<file path="src/rtl/riscv_pkg.sv">
// Shared RV64 core definitions: opcode constants, fetch FSM states and default widths.
package riscv_pkg;

    localparam int PC_W    = 64;
    localparam int INSTR_W = 32;

    localparam logic [6:0] OP_LOAD   = 7'b0000011;
    localparam logic [6:0] OP_STORE  = 7'b0100011;
    localparam logic [6:0] OP_BRANCH = 7'b1100011;

    typedef enum logic [1:0] {
        S_REQ  = 2'd0,
        S_WAIT = 2'd1,
        S_OUT  = 2'd2
    } fetch_state_e;

endpackage

</file>
<file path="src/rtl/instr_fetch_if.sv">
// Fetch-stage bus bundle: instruction memory req/gnt/rvalid, decode valid/ready, branch redirect.
interface instr_fetch_if #(
    parameter int PC_W    = riscv_pkg::PC_W,
    parameter int INSTR_W = riscv_pkg::INSTR_W
) ();

    logic               imem_req;
    logic [PC_W-1:0]    imem_addr;
    logic               imem_gnt;
    logic               imem_rvalid;
    logic [INSTR_W-1:0] imem_rdata;

    logic               out_valid;
    logic               out_ready;
    logic [INSTR_W-1:0] out_instr;
    logic [6:0]         out_opcode;
    logic [PC_W-1:0]    out_pc;

    logic               br_valid;
    logic               br_taken;
    logic [PC_W-1:0]    br_pc;
    logic [63:0]        br_imm;

    modport master (
        output imem_req, imem_addr, out_valid, out_instr, out_opcode, out_pc,
        input  imem_gnt, imem_rvalid, imem_rdata, out_ready, br_valid, br_taken, br_pc, br_imm
    );

    modport slave (
        input  imem_req, imem_addr, out_valid, out_instr, out_opcode, out_pc,
        output imem_gnt, imem_rvalid, imem_rdata, out_ready, br_valid, br_taken, br_pc, br_imm
    );

endinterface

</file>
<file path="src/rtl/branch_target_add.sv">
// Branch target adder: pc + (B-type immediate in halfwords << 1), wrapping modulo 2^PC_W.
module branch_target_add #(
    parameter int PC_W = riscv_pkg::PC_W
) (
    input  logic [PC_W-1:0] br_pc_i,
    input  logic [63:0]     br_imm_i,
    output logic [PC_W-1:0] target_o
);

    logic [63:0] imm_x2_s;

    // Convert halfword offset to a byte offset and add.
    always_comb begin
        imm_x2_s = br_imm_i << 1;
        target_o = br_pc_i + imm_x2_s[PC_W-1:0];
    end

endmodule

</file>
<file path="src/rtl/instr_fetch.sv">
// Single-outstanding instruction fetch stage with one-entry output buffer and branch redirect.
// Optional misaligned-target trap is enabled by defining IFETCH_MISALIGN_TRAP_EN.
module instr_fetch
    import riscv_pkg::*;
#(
    parameter int              PC_W     = riscv_pkg::PC_W,
    parameter int              INSTR_W  = riscv_pkg::INSTR_W,
    parameter logic [PC_W-1:0] RESET_PC = {PC_W{1'b0}}
) (
    input  logic                clk,
    input  logic                rst_n,
    instr_fetch_if.master       bus
`ifdef IFETCH_MISALIGN_TRAP_EN
    ,
    output logic                misalign_err
`endif
);

    fetch_state_e       state_q, state_d;
    logic [PC_W-1:0]    pc_q, pc_d;
    logic               drop_q, drop_d;
    logic               req_q, req_d;
    logic               out_valid_q, out_valid_d;
    logic [INSTR_W-1:0] out_instr_q, out_instr_d;
    logic [PC_W-1:0]    out_pc_q, out_pc_d;
    logic [PC_W-1:0]    target_s;
    logic               redir_s;
    logic               err_q, err_d;
    logic               bad_target_s;

    branch_target_add #(.PC_W(PC_W)) u_bta (
        .br_pc_i  (bus.br_pc),
        .br_imm_i (bus.br_imm),
        .target_o (target_s)
    );

`ifdef IFETCH_MISALIGN_TRAP_EN
    assign bad_target_s = bus.br_valid & bus.br_taken & (target_s[1:0] != 2'b00);
`else
    assign bad_target_s = 1'b0;
`endif
    assign redir_s = bus.br_valid & bus.br_taken & ~bad_target_s;

    // Next-state, PC and output-buffer update.
    always_comb begin
        state_d     = state_q;
        pc_d        = pc_q;
        drop_d      = drop_q;
        out_valid_d = out_valid_q;
        out_instr_d = out_instr_q;
        out_pc_d    = out_pc_q;
        err_d       = err_q;
        case (state_q)
            S_REQ: begin
                if (redir_s) begin
                    pc_d = target_s;
                end else begin
                    pc_d = pc_q;
                end
                // gnt only counts while a request is actually presented
                if (req_q && bus.imem_gnt) begin
                    state_d = S_WAIT;
                    drop_d  = redir_s;
                end else begin
                    state_d = S_REQ;
                end
            end
            S_WAIT: begin
                if (redir_s) begin
                    pc_d   = target_s;
                    drop_d = 1'b1;
                end else begin
                    pc_d   = pc_q;
                end
                if (bus.imem_rvalid) begin
                    if (drop_q || redir_s) begin
                        drop_d  = 1'b0;
                        state_d = S_REQ;
                    end else begin
                        out_instr_d = bus.imem_rdata;
                        out_pc_d    = pc_q;
                        out_valid_d = 1'b1;
                        state_d     = S_OUT;
                    end
                end else begin
                    state_d = S_WAIT;
                end
            end
            S_OUT: begin
                if (redir_s) begin
                    pc_d        = target_s;
                    out_valid_d = 1'b0;
                    state_d     = S_REQ;
                end else if (out_valid_q && bus.out_ready) begin
                    pc_d        = pc_q + {{(PC_W-3){1'b0}}, 3'd4};
                    out_valid_d = 1'b0;
                    state_d     = S_REQ;
                end else begin
                    state_d = S_OUT;
                end
            end
            default: begin
                state_d = S_REQ;
            end
        endcase
        // A trapped fetch freezes; a new misaligned redirect parks it in S_OUT with nothing valid.
        if (err_q) begin
            state_d     = state_q;
            pc_d        = pc_q;
            drop_d      = drop_q;
            out_valid_d = out_valid_q;
        end else if (bad_target_s) begin
            pc_d        = pc_q;
            err_d       = 1'b1;
            out_valid_d = 1'b0;
            state_d     = S_OUT;
        end else begin
            err_d = err_q;
        end
        req_d = (state_d == S_REQ);
    end

    // State and datapath registers.
    always_ff @(posedge clk or negedge rst_n) begin
        if (!rst_n) begin
            state_q     <= S_REQ;
            pc_q        <= RESET_PC;
            drop_q      <= 1'b0;
            req_q       <= 1'b0;
            out_valid_q <= 1'b0;
            out_instr_q <= {INSTR_W{1'b0}};
            out_pc_q    <= {PC_W{1'b0}};
        end else begin
            state_q     <= state_d;
            pc_q        <= pc_d;
            drop_q      <= drop_d;
            req_q       <= req_d;
            out_valid_q <= out_valid_d;
            out_instr_q <= out_instr_d;
            out_pc_q    <= out_pc_d;
        end
    end

`ifdef IFETCH_MISALIGN_TRAP_EN
    // Sticky misaligned-target flag.
    always_ff @(posedge clk or negedge rst_n) begin
        if (!rst_n) begin
            err_q <= 1'b0;
        end else begin
            err_q <= err_d;
        end
    end
    assign misalign_err = err_q;
`else
    assign err_q = 1'b0;
`endif

    assign bus.imem_req   = req_q;
    assign bus.imem_addr  = pc_q;
    assign bus.out_valid  = out_valid_q;
    assign bus.out_instr  = out_instr_q;
    assign bus.out_opcode = out_instr_q[6:0];
    assign bus.out_pc     = out_pc_q;

endmodule

</file>
<file path="src/flat_wrapper.sv">
// flat-port wrapper written by rule: the top's interface ports become plain ports
module instr_fetch_flat import riscv_pkg::*;
#(
    parameter int              PC_W     = riscv_pkg::PC_W,
    parameter int              INSTR_W  = riscv_pkg::INSTR_W,
    parameter logic [PC_W-1:0] RESET_PC = {PC_W{1'b0}}
)
  (clk, rst_n, bus_imem_req, bus_imem_addr, bus_out_valid, bus_out_instr, bus_out_opcode, bus_out_pc, bus_imem_gnt, bus_imem_rvalid, bus_imem_rdata, bus_out_ready, bus_br_valid, bus_br_taken, bus_br_pc, bus_br_imm);
  instr_fetch_if #(.PC_W(PC_W), .INSTR_W(INSTR_W)) bus_i ();
  input  logic clk;
  input  logic rst_n;
  output wire logic [$bits(bus_i.imem_req)-1:0] bus_imem_req;
  output wire logic [$bits(bus_i.imem_addr)-1:0] bus_imem_addr;
  output wire logic [$bits(bus_i.out_valid)-1:0] bus_out_valid;
  output wire logic [$bits(bus_i.out_instr)-1:0] bus_out_instr;
  output wire logic [$bits(bus_i.out_opcode)-1:0] bus_out_opcode;
  output wire logic [$bits(bus_i.out_pc)-1:0] bus_out_pc;
  input wire logic [$bits(bus_i.imem_gnt)-1:0] bus_imem_gnt;
  input wire logic [$bits(bus_i.imem_rvalid)-1:0] bus_imem_rvalid;
  input wire logic [$bits(bus_i.imem_rdata)-1:0] bus_imem_rdata;
  input wire logic [$bits(bus_i.out_ready)-1:0] bus_out_ready;
  input wire logic [$bits(bus_i.br_valid)-1:0] bus_br_valid;
  input wire logic [$bits(bus_i.br_taken)-1:0] bus_br_taken;
  input wire logic [$bits(bus_i.br_pc)-1:0] bus_br_pc;
  input wire logic [$bits(bus_i.br_imm)-1:0] bus_br_imm;
  assign bus_imem_req = bus_i.imem_req;
  assign bus_imem_addr = bus_i.imem_addr;
  assign bus_out_valid = bus_i.out_valid;
  assign bus_out_instr = bus_i.out_instr;
  assign bus_out_opcode = bus_i.out_opcode;
  assign bus_out_pc = bus_i.out_pc;
  assign bus_i.imem_gnt = bus_imem_gnt;
  assign bus_i.imem_rvalid = bus_imem_rvalid;
  assign bus_i.imem_rdata = bus_imem_rdata;
  assign bus_i.out_ready = bus_out_ready;
  assign bus_i.br_valid = bus_br_valid;
  assign bus_i.br_taken = bus_br_taken;
  assign bus_i.br_pc = bus_br_pc;
  assign bus_i.br_imm = bus_br_imm;
  instr_fetch #(.PC_W(PC_W), .INSTR_W(INSTR_W), .RESET_PC(RESET_PC)) u_core (.clk(clk), .rst_n(rst_n), .bus(bus_i));
endmodule
</file>
<file path="config.mk">
export PLATFORM = sky130hd
export DESIGN_NAME = instr_fetch_flat
export DESIGN_NICKNAME = d
export VERILOG_FILES = /design/src/rtl/riscv_pkg.sv /design/src/rtl/instr_fetch_if.sv /design/src/rtl/branch_target_add.sv /design/src/rtl/instr_fetch.sv /design/src/flat_wrapper.sv
export SDC_FILE = /design/constraint.sdc
export NUM_CORES = 1
export LEC_CHECK = 0
export CORE_MARGIN = 2
export CORE_UTILIZATION = 45
export DETAILED_ROUTE_END_ITERATION = 10
export HOLD_SLACK_MARGIN = 0.05
export PLACE_DENSITY = 0.76
export SLEW_MARGIN = 20
export SYNTH_ARGS = -nofsm -noshare
export SYNTH_HDL_FRONTEND = slang
export SYNTH_SLANG_ARGS = --single-unit
</file>
<file path="constraint.sdc">
create_clock -name clk -period 7.85 [get_ports clk]
set_input_delay 1.57 -clock clk [delete_from_list [all_inputs] [get_ports clk]]
set_output_delay 1.57 -clock clk [all_outputs]
set_load 0.02 [all_outputs]
</file>
======== Yosys cells after proc, flatten, opt, wreduce, memory -nomap -nowiden ========
Cells that the tools add are included.
storage, ports and cells
  register bits after elaboration ......... 165
  input port bits ......................... 167
  output and inout port bits .............. 169
  word-level logic and storage cells ...... 51
operators by class
  add/subtract/negate cells ............... 2
  equal/unequal tests ..................... 7
  mux-type cells .......................... 20
  bitwise logic cells ..................... 2
  reduce and logical (&&, ||, !) cells .... 13
operators by type and width
  operator                                              number
  two-way mux 64 bit                                    3
  case mux 64 bit (2 select lines)                      1
  adder 64 x 3 -> 64 bit (second input constant)        1
  adder 64 bit                                          1
  two-way mux 1 bit                                     9
  two-way mux 2 bit                                     4
  case mux 2 bit (3 select lines)                       1
  AND reduction 3 bit                                   2
  nonzero test 2 bit                                    3
  logical NOT 2 bit                                     2
  != test 2 x 1 -> 1 bit (second input constant)        2
  != test 2 bit (second input constant)                 2
  case mux 1 bit (2 select lines)                       2
  AND reduction 4 bit                                   1
  != test 3 x 1 -> 1 bit (second input constant)        1
  equality test 2 x 1 -> 1 bit (second input constant)  1
  equality test 2 bit (second input constant)           1
  logical AND 1 bit                                     2
  AND reduction 2 bit                                   1
  OR reduction 2 bit                                    1
  AND 1 bit                                             1
  logical OR 1 bit                                      1
  inverter 1 bit                                        1

======== Logic depth before layout (Yosys ltp) ========
Gate-level depths: netlist of the first run.
  depth after elaboration ................. 6
  depth in mapped cells ................... 13
  depth with buffers taken out ............ 13

======== By module ========
A second synthesis of the first run with hierarchy kept.
second synthesis, totals
  cells, all modules ...................... 1,369
  area total of the unflattened synthesis .. 12,090.3 um^2
modules (own cells, without submodules)
  module             instances  cells an instance  area each (um^2)  sequential area each (um^2)
  instr_fetch        1          800                8,324.2           4,129.0
  branch_target_add  1          569                3,766.1           0.0

======== Worst setup path before layout of the first run ========
Ideal clock, no wire load.
  path type ............................... input port to flip-flop
  start point ............................. input bus_br_imm[0]
  end point ............................... register u_core.pc_q[49] (netlist: u_core.bus.imem_addr[49])
  arrival ................................. 3.889 ns
  path slack .............................. 3.824 ns
  cell stages on the path ................. 13
  path buffers ............................ 0
  cell sequence ........................... ha_1 > inv_1 > fa_1 > nor2b_1 > o31a_1 > o2111a_1 > o311ai_1 > and3_1 > o21a_1 > o21ai_1 > a2111oi_0 > a41o_1 > a21oi_1
between the ends
  longest elaborated chain between the ends .. 3
  elaborated cells between the ends (all ways) .. 4
  those cells by class .................... add/sub: 1; mux: 3
ends and longest elaborated chain
  what                                   line                                                     source
  from (decl)                            flat_wrapper.sv:25                                       input wire logic [$bits(bus_i.br_imm)-1:0] bus_br_imm;
  adder 64 bit *                         branch_target_add.sv:15                                  target_o = br_pc_i + imm_x2_s[PC_W-1:0];
  two-way mux 64 bit (on tied branches)  instr_fetch.sv:90, instr_fetch.sv:55, instr_fetch.sv:69
  case mux 64 bit (2 select lines) *     instr_fetch.sv:53                                        case (state_q)
  to (signal assigned)                   instr_fetch.sv:135                                       pc_q <= pc_d;
  to (decl)                              instr_fetch.sv:20                                        logic [PC_W-1:0] pc_q, pc_d;
Every way passes the cells marked *; elsewhere a longest branch is shown, timed or not. The select of a mux whose other input is x is not followed.
A chain may end at the register's enable or synchronous reset.

======== Worst setup path after layout of the first run ========
  start point ............................. input bus_br_imm[0]
  end point ............................... register u_core.pc_q[47] (netlist: u_core.bus.imem_addr[47])
The elaborated chain is that of the path after synthesis.

==> metrics.yaml, run 1 <==
status:
  status: "completed"
logic_synthesis:
  synth_ff_type: "dfrtp_1"
  syn_inst: 1327
  yosysTopAreaCell: "dfrtp_1"
  netlist.area_leader.share_pct: 35.6
  yosys_warnings: 0
  yosysMostFrequentCell: "dfrtp_1"
  synth_edf_count: 0
  syn_area_sq_um: 11600
  synth_fp_nets: 1558
  synth_area_leaders: "dfrtp_1 (36%), mux2_2 (8.9%), ha_1 (6.8%), a21oi_1 (6.6%), o21ai_0 (4.3%)"
  ys_seq_area_share_pct: 35.6
  async_flop_share_pct: 100
  avgSynthCellArea_sq_um: 8.73
  synth_common_cells: "dfrtp_1 (165), a21oi_1 (153), nand2_1 (123)"
  synth_seq_cells: 165
  ys_types: 81
power:
  power_density_nw_per_um2: 343
  swShare_pct: 43.3
  p_leak_uw: 0.00639
  power.share.combinational_pct: 51.9
  seqPwrFrac_pct: 32.4
  p_int_uw: 3040
  max-vdd-ir-drop_uv: 195
  p_sw_uw: 2320
  p_clk_share_pct: 15.7
timing:
  slew-limit-headroom_pct: 38.5
  fin_tns_setup_ps: 0
  hold_slack_ps: 491
  finalHoldViolations: 0
  rsz0062_at_grt: "false"
  period_needed_ps: 4990
  fin_crit_sh_pct: 63.6
  max_freq_mhz: 200
  setup_viol: 0
  tightest_slew_ps: 923
  timing_max_transition_violations_final: 0
  clock_skew_ps: 14.7
final_layout:
  num_antenna_cells: 0
  area_growth_pct: 34.9
  fillers: 2183
  layout-drive-gt1-share_pct: 10.0
  fin_nets: 1837
critical_path:
  cp-start-kind: "input port"
  cp.required_ps: 8160
  endpoint_kind: "register"
  worstSetupPathType: "input port to register"
  max_stage_delay_ps: 500
  path_max_fanout: 4
  cp_common_cell: "a31oi_1"
  r2r-end: "u_core.bus.imem_addr[62]"
  crit_end: "u_core.bus.imem_addr[47]"
  worst-endpoint-arrival_ps: 5310
  timing.rr.start: "u_core.bus.imem_addr[2]"
  slowest_stage: "o21ai_0"
  rr_worst_depth: 11
  rrSetupSlack_ps: 4470
  worstSetupStartpoint: "bus_br_imm[0]"
  worstPathCellList: "clkdlybuf4s50_1 > ha_1 > inv_1 > fa_1 > nor2b_1 > o31a_1 > o21ai_0 > o21ai_1 > a31oi_1 > a31oi_1 > a211oi_1 > nand2_1 > xnor2_1 > a221oi_1"
floorplan:
  core_area_sq_um: 25300
  die_area_sq_um: 27000
  io_pins: 336
  start_util_pct: 45.9
  die_width_microns: 164
  rows: 58
  die_h_microns: 164
place:
  io_buffers: 334
  dp_hpwl_microns: 28600
  place.gp.congestion: 0.902
clock_network:
  clkTransAtPathRegs_ps: 80
  clockRootBuffer: "clkbuf_16"
  cts_tree: "done"
  hold_buffers: 0
  cts_buffer_depth: 2
  cts_max_level: 4
  cts_setup_buffers: 0
  cts_buffers: 17
  worstSkewPairLatency_ps: 440
  clkSinkCount: 165
  cts_resized: 0
detailed_routing:
  drtIter0Drc: 870
  wire_per_inst_microns: 19.2
  routed_wl_microns: 37400
  num_vias: 11533
  ant_nets: 0
  first_pass_iters: 5
  vias_per_cell: 5.92
  drc: 0
global_route:
  grt_first_pass_wirelength_microns: 57600
  groute.usage.overall_pct: 27.0
  grt_antenna_before_repair: 0
  overflow: 0
  first_global_vias: 10936
  grt_max_degree: 99
job:
  drv_cap: 0
min_path:
  hold_path.class: "register to register"
power groups by stage:
| stage | clock, uW | sequential, uW | combinational, uW |
|---|---|---|---|
| after floorplan | 0 | 2100 | 1050 |
| after global placement | 0 | 1700 | 2730 |
| after detailed placement | 0 | 1740 | 2770 |
| after CTS | 853 | 1720 | 2780 |
| after global routing | 883 | 1790 | 2970 |
| final | 842 | 1730 | 2780 |
per-stage QoR:
| step | power (uW) | instances | utilization [%] | cell area (sq um) | worst slack (ps) |
|---|---|---|---|---|---|
| CTS | 5360 | 1949 | 61.9 | 15600 | 2890 |
| floorplan | 3150 | 1327 | - | 11600 | 3820 |
| detailed placement | 4510 | 1917 | 59.5 | 15000 | 2460 |
| finish | 5350 | 1949 | 61.9 | 15600 | 2860 |
| global placement | 4430 | 1917 | 59.5 | 15000 | 2530 |
| global route | 5640 | 1949 | 61.9 | 15600 | 2670 |
cell type report:
class,instances,area [sq um],area share [%]
Inverter,30,113,0.721
Timing Repair Buffer,340,3390,21.7
Sequential cell,165,4130,26.4
Clock buffer,18,439,2.81
Multi-Input combinational cell,1052,6990,44.7
Clock inverter,14,155,0.993
Tap cell,330,413,2.64
layer usage:
| layer | vias up | track usage [%] | part of all wire [%] |
|---|---|---|---|
| met3 | 58 | 5.42 | 8.8 |
| li1 | 5463 | - | - |
| met4 | 0 | 9.53 | 3.1 |
| met1 | 5456 | 35.3 | 42 |
| met5 | - | 0 | 0 |
| met2 | 556 | 44.4 | 47 |
state kept, by name, summed over array words and instances, names as in the netlist:
signal and cells:
u_core.bus.out_valid 1, u_core.state_q 2, u_core.bus.out_instr 32, u_core.bus.imem_addr 64, u_core.bus.out_pc 64, u_core.drop_q 1, u_core.bus.imem_req 1
worst max-delay path, delay by kind of cell:
family                   cells  cell delay, ps
AO/OA/AOI/OAI                7            2270
buffers and inverters        2             540
adder cells (fa/ha/maj)      2             470
AND/OR/NAND/NOR              2             260
XOR/XNOR                     1             190
worst min path at each step:
stage | to | cells past startpoint | start
6_report | u_core.bus.out_pc[22] | 2 | u_core.bus.out_pc[22]
3_5_place_dp | u_core.bus.out_pc[59] | 2 | u_core.bus.out_pc[59]
4_1_cts | u_core.bus.out_pc[59] | 2 | u_core.bus.out_pc[59]
2_1_floorplan | u_core.drop_q | 1 | u_core.drop_q
5_1_grt | u_core.bus.out_pc[59] | 2 | u_core.bus.out_pc[59]
3_3_place_gp | u_core.bus.out_pc[62] | 2 | u_core.bus.out_pc[62]
cells by family (layout without fill, tap and decap cells):
group           Yosys count  count (layout)  share of synthesized area (%)
compound gates          419             419                           22.0
xor+xnor                 50              50                           3.78
fa+ha+maj                64              64                           6.98
buf+inv                 110             402                           4.23
flops                   165             165                           35.6
mux                      97              97                           9.37
simple gates            422             422                           18.0
layout by cell type (no fill, tap or decap), drive strengths merged, types with 6 or more instances in the layout:
master         Yosys  layout
dfrtp            165     165
nor3              36      36
nand2            124     124
a22oi              6       6
o211ai             6       6
o31ai             10      10
clkbuf            61      18
a21o              32      32
buf               18       7
o21bai            13      13
and2               6       6
nor4              10      10
nand3             54      54
xor2              13      13
o21a              11      11
clkdlybuf4s50      1     333
nor2              95      95
o22ai             17      17
nand2b             6       6
a31oi             11      11
and3              16      16
clkinv             0       7
nand4             39      39
inv               30      37
or3                8       8
a21oi            154     154
o21ai            104     104
a211oi             7       7
ha                63      63
nor2b              9       9
xnor2             37      37
mux2              92      92
Note: power is estimated with default switching activity, not from simulation.
==> run 2: changes to the inputs <==
==> constraint.sdc (replaced) <==
create_clock -name clk -period 5.05 [get_ports clk]
set_input_delay 1.01 -clock clk [delete_from_list [all_inputs] [get_ports clk]]
set_output_delay 1.01 -clock clk [all_outputs]
set_load 0.02 [all_outputs]
==> metrics.yaml, run 2 (same netlist as run 1, synthesis figures left out) <==
global_route:
  groute.usage.overall_pct: 27.2  # +0.21 points
  grt_use_met1_pct: 36.9  # +1.6 points
  use_met2_pct: 44.5  # about the same
  grt_first_pass_wirelength_microns: 57800  # +0.42%
  grt_antenna_before_repair: 0  # unchanged
  overflow: 0  # unchanged
  first_global_vias: 10876  # -0.55%
  busiest_layer: "met2"
  grt_max_degree: 101  # +2.0%
  gr-usage-met3_pct: 4.60  # -0.83 points
floorplan:
  die_area_sq_um: 27000  # unchanged
  core_area_sq_um: 25300  # unchanged
  start_util_pct: 45.9  # unchanged
  rows: 58  # unchanged
  io_pins: 336  # unchanged
  die_h_microns: 164  # unchanged
  die_width_microns: 164  # unchanged
timing:
  fin_tns_setup_ps: 0  # unchanged
  fin_crit_sh_pct: 86.6
  rsz0062_at_grt: "false"
  tightest_slew_ps: 936  # +12.9 ps
  max_freq_mhz: 229
  worst_slack_ps: 678  # -2180 ps
  slew-limit-headroom_pct: 37.6  # -0.86 points
  period_needed_ps: 4370
  clock_skew_ps: 17.4  # +2.65 ps
  setup_viol: 0  # unchanged
  finalHoldViolations: 0  # unchanged
  timing_max_transition_violations_final: 0  # unchanged
final_layout:
  fin_nets: 1841  # +0.22%
  utilization_pct: 62.0  # +0.11 points
  layout-drive-gt1-share_pct: 10.2  # +0.22 points
  fillers: 2199  # +0.73%
  area_growth_pct: 35.1
  mostFrequentLayoutCell: "clkdlybuf4s50_1"
  num_antenna_cells: 0  # unchanged
  final_cell_mix: "clkdlybuf4s50_1 (333), dfrtp_1 (165), a21oi_1 (153)"
clock_network:
  cts_resized: 0  # unchanged
  cts_tree: "done"
  clkTransAtPathRegs_ps: 70  # about the same
  cts_buffers: 17  # unchanged
  worstSkewPairLatency_ps: 440  # about the same
  clockRootBuffer: "clkbuf_16"
  cts_setup_buffers: 0  # unchanged
  cts_buffer_depth: 2  # unchanged
  cts_max_level: 4  # unchanged
  clkSinkCount: 165  # unchanged
  hold_buffers: 0  # unchanged
power:
  p_int_uw: 4710  # +55%
  p_sw_uw: 3620  # +56%
  p_clk_share_pct: 15.6  # about the same
  seqPwrFrac_pct: 32.2  # -0.2 points
  power_density_nw_per_um2: 532  # +55%
  p_leak_uw: 0.00640  # +0.11%
  max-vdd-ir-drop_uv: 322  # +65%
  power.share.combinational_pct: 52.1  # +0.2 points
  swShare_pct: 43.4  # +0.17 points
job:
  drv_cap: 0  # unchanged
critical_path:
  cp-start-kind: "input port"
  slowest_stage: "o21ai_0"
  path_max_fanout: 4  # unchanged
  worst-endpoint-arrival_ps: 4700  # -610 ps
  worstSetupPathType: "input port to register"
  endpoint_kind: "register"
  cp_common_cell: "a31oi_1"
  max_stage_delay_ps: 540  # +40 ps
  worstPathCellList: "clkdlybuf4s50_1 > ha_1 > inv_1 > fa_1 > nor2b_1 > o31a_1 > o21ai_0 > o21ai_1 > a31oi_1 > a31oi_1 > a211oi_1 > nand2_1 > xnor2_1 > a221oi_1"
  cp.required_ps: 5380  # -2780 ps
place:
  pre_cts_slack_ps: 276  # -2190 ps
  place.gp.congestion: 0.915  # +1.5%
  dp_hpwl_microns: 28700  # +0.24%
  io_buffers: 334  # unchanged
detailed_routing:
  drtIter0Drc: 997  # +15%
  first_pass_iters: 6  # +1
  ant_nets: 0  # unchanged
  routed_wl_microns: 37500  # +0.31%
  vias_per_cell: 5.94  # +0.38%
  num_vias: 11601  # +0.59%
  drc: 0  # unchanged
  wire_per_inst_microns: 19.2  # +0.10%
status:
  status: "completed"
min_path:
  hold_path.class: "register to register"
-- run 2: changes by cell type in the layout (fill, tap and decap cells not counted) --
cell	change
clkinvlp_4	+2
clkbuf_8	-1
clkinv_4	-3
nand2_8	+1
buf_4	+4
nand2_4	-1
inv_6	+1
clkinv_2	+1
-- run 2: cell type report --
cell class | instances | area, sq um | area share [%]
Clock buffer | 17 | 425 | 2.72
Clock inverter | 15 | 158 | 1.01
Inverter | 30 | 113 | 0.719
Multi-Input combinational cell | 1052 | 7000 | 44.7
Sequential cell | 165 | 4130 | 26.4
Tap cell | 330 | 413 | 2.64
Timing Repair Buffer | 344 | 3420 | 21.8
-- run 2: final timing paths --
path | end | depth (start not counted) | start | slack (ps)
max | u_core.bus.imem_addr[47] | 14 | bus_br_imm[0] | 680
min | u_core.bus.out_pc[59] | 2 | u_core.bus.out_pc[59] | 490
max reg2reg | u_core.bus.imem_addr[63] | 10 | u_core.bus.imem_addr[4] | 1660
min reg2reg | u_core.bus.out_pc[59] | 2 | u_core.bus.out_pc[59] | 490
max in group asynchronous | u_core.bus.imem_addr[29] | 2 | rst_n | 3300
min in group asynchronous | u_core.bus.out_instr[20] | 1 | rst_n | 670
-- run 2: worst max-delay path, delay by kind of cell --
family	cells	cell delay, ps
simple gates	2	250
fa+ha+maj	2	450
xor+xnor	1	180
compound gates	7	2270
buf+inv	2	530
-- run 2: routing by layer --
layer	vias to the layer above	part of all wire, %
met1	5567	43
met2	526	47
li1	5459	-
met5	-	0
met3	49	7.6
met4	0	2.5
-- run 2: power groups by stage --
stage,registers (uW),clock network (uW),logic [uW]
2_1_floorplan,3270,0,1640
3_3_place_gp,2640,0,4260
3_5_place_dp,2690,0,4330
4_1_cts,2670,1320,4350
5_1_grt,2780,1380,4630
6_report,2690,1300,4340
-- run 2: per-stage QoR --
stage / hold slack (ps) / instances / area, sq um / total power (uW)
global placement: 463 / 1921 / 15100 / 6910
global route: 515 / 1953 / 15700 / 8790
detailed placement: 473 / 1921 / 15100 / 7020
CTS: 489 / 1953 / 15600 / 8340
floorplan: 483 / 1327 / 11600 / 4900
finish: 489 / 1953 / 15700 / 8330
==> run 3: changes to the inputs <==
--- a/config.mk
+++ b/config.mk
@@ -5,11 +5,11 @@
 export SDC_FILE = /design/constraint.sdc
 export NUM_CORES = 1
 export LEC_CHECK = 0
+export ABC_AREA = 0
 export CORE_MARGIN = 2
-export CORE_UTILIZATION = 45
+export CORE_UTILIZATION = 30
 export DETAILED_ROUTE_END_ITERATION = 10
 export HOLD_SLACK_MARGIN = 0.05
-export PLACE_DENSITY = 0.76
 export SLEW_MARGIN = 20
 export SYNTH_ARGS = -nofsm -noshare
 export SYNTH_HDL_FRONTEND = slang
==> metrics.yaml, run 3 (same netlist as run 1, synthesis figures left out) <==
status:
  status: "completed"
floorplan:
  io_pins: 336  # unchanged
  die_area_sq_um: 40200  # +49%
  core_area_sq_um: 37800  # +50%
  rows: 71  # +22%
  start_util_pct: 30.6  # -15 points
  die_h_microns: 201  # +22%
  die_width_microns: 201  # +22%
clock_network:
  cts_setup_buffers: 0  # unchanged
  clockRootBuffer: "clkbuf_16"
  cts_buffer_depth: 2  # unchanged
  clkTransAtPathRegs_ps: 80  # about the same
  cts_buffers: 17  # unchanged
  cts_resized: 0  # unchanged
  worstSkewPairLatency_ps: 460  # +20 ps
  cts_max_level: 4  # unchanged
  cts_tree: "done"
  clkSinkCount: 165  # unchanged
  hold_buffers: 0  # unchanged
timing:
  clock_skew_ps: 15.1  # -2.23 ps
  timing_max_transition_violations_final: 0  # unchanged
  period_needed_ps: 4270  # -102 ps
  fin_crit_sh_pct: 84.6  # -2.0 points
  slew-limit-headroom_pct: 24.8  # -13 points
  tightest_slew_ps: 1120  # +188 ps
  rsz0062_at_grt: "false"
  max_freq_mhz: 234  # +2.4%
  setup_viol: 0  # unchanged
  worst_slack_ps: 780  # +102 ps
  finalHoldViolations: 0  # unchanged
  fin_tns_setup_ps: 0  # unchanged
critical_path:
  worstSetupStartpoint: "bus_br_pc[1]"
  worstSetupPathType: "input port to register"
  worstPathCellList: "clkdlybuf4s50_1 > ha_1 > inv_1 > fa_1 > nor2b_1 > o31a_1 > o21ai_0 > o21ai_1 > a31oi_1 > buf_4 > a31oi_1 > a211oi_1 > nand2_1 > xnor2_1 > a221oi_1"
  cp-start-kind: "input port"
  worst-endpoint-arrival_ps: 4630  # -70 ps
  crit_family: "compound AO/OA/AOI/OAI gates"
  timing.rr.start: "u_core.bus.imem_addr[13]"
  max_stage_delay_ps: 540  # about the same
  endpoint_kind: "register"
  critPathBufInv: 3  # +1
  cp_common_cell: "a31oi_1"
  slowest_stage: "o21ai_0"
  path_max_fanout: 4  # unchanged
  cp.required_ps: 5410  # +30 ps
detailed_routing:
  routed_wl_microns: 40000  # +6.7%
  vias_per_cell: 5.32  # -10%
  wl_met1_microns: 18500  # +14%
  wire_per_inst_microns: 18.7  # -2.7%
  num_vias: 11386  # -1.9%
  drc: 0  # unchanged
  wl_met2_microns: 18100  # +3.3%
  drtIter0Drc: 759  # -24%
  ant_nets: 0  # unchanged
  dr.max_layer_used: "met4"
  wl_met3_microns: 2410  # -15%
  first_pass_iters: 5  # -1
final_layout:
  fin_nets: 1848  # +0.38%
  layout-drive-gt1-share_pct: 10.6  # +0.39 points
  mostFrequentLayoutCell: "clkdlybuf4s50_1"
  num_antenna_cells: 0  # unchanged
  final_cell_mix: "clkdlybuf4s50_1 (333), dfrtp_1 (165), a21oi_1 (153)"
  area_growth_pct: 37.9
  utilization_pct: 42.2  # -20 points
  final_area_sq_um: 16000  # +2.1%
power:
  p_leak_uw: 0.00647  # +1.1%
  max-vdd-ir-drop_uv: 266  # -17%
  power_density_nw_per_um2: 529  # -0.59%
min_path:
  hold_start: "u_core.bus.out_pc[47]"
  hold_path.class: "register to register"
place:
  io_buffers: 334  # unchanged
  placed_cell_area_sq_um: 15400  # +1.9%
  place.gp.congestion: 0.896  # -2.1%
  dp_hpwl_microns: 31500  # +9.8%
  pre_cts_slack_ps: 328  # +52.8 ps
global_route:
  grt_antenna_before_repair: 0  # unchanged
  grt_max_degree: 86  # -15%
  first_global_vias: 11233  # +3.3%
  grt_first_pass_wirelength_microns: 63500  # +9.7%
  groute.usage.overall_pct: 19.8  # -7.3 points
  overflow: 0  # unchanged
job:
  drv_cap: 0  # unchanged
[run 3: cell count changes in the layout (fill, tap and decap cells not counted)]
cell	delta
buf_12	+1
buf_4	+6
bufinv_16	+3
clkbuf_8	+1
clkinv_4	+1
clkinv_8	-3
clkinvlp_4	-2
inv_6	+2
inv_8	-2
nand2_4	+1
nand2_8	-1
[run 3: area by class of cell]
| type | instances | area [sq um] |
|---|---|---|
| fillers | 3777 | 21900 |
| well taps | 511 | 639 |
| repair buffers | 351 | 3480 |
| clock inverters | 14 | 188 |
| flip-flops and latches | 165 | 4130 |
| multi-input cells | 1052 | 6990 |
| inverters | 30 | 113 |
| clock buffers | 18 | 439 |
[run 3: metal layers]
layer,vias up,track usage (%)
met4,0,6.69
met1,5459,27.2
met3,48,3.49
met5,-,0
li1,5474,-
met2,405,31.6
[run 3: power breakdown]
part           switching, uW  leakage (uW)  internal [uW]
clock network            600      0.000311            808
registers                734       0.00194           1970
logic                   2260       0.00422           2090
total                   3590       0.00647           4860
[run 3: worst min-delay path, stage by stage, from the launching register on]
cell     delay [ps]
dfrtp_1         340
nand2_1          40
o21ai_0          60
[run 3: worst paths after layout]
path	endpoint	slack, ps	depth (start not counted)
worst min-delay path	u_core.bus.out_pc[47]	480	2
worst max-delay path	u_core.bus.imem_addr[47]	780	15
min in group asynchronous	u_core.bus.out_pc[33]	600	1
worst max register to register	u_core.bus.imem_addr[61]	2000	9
max in group asynchronous	u_core.bus.imem_addr[19]	3400	2
worst min register to register	u_core.bus.out_pc[47]	480	2
[run 3: metrics by stage]
| stage | total power, uW | instances | hold slack, ps |
|---|---|---|---|
| finish | 8450 | 2141 | 478 |
| global route | 8960 | 2141 | 520 |
| CTS | 8530 | 2141 | 487 |
| detailed placement | 7090 | 2109 | 471 |
| global placement | 7020 | 2109 | 465 |
| floorplan | 4900 | 1327 | 483 |
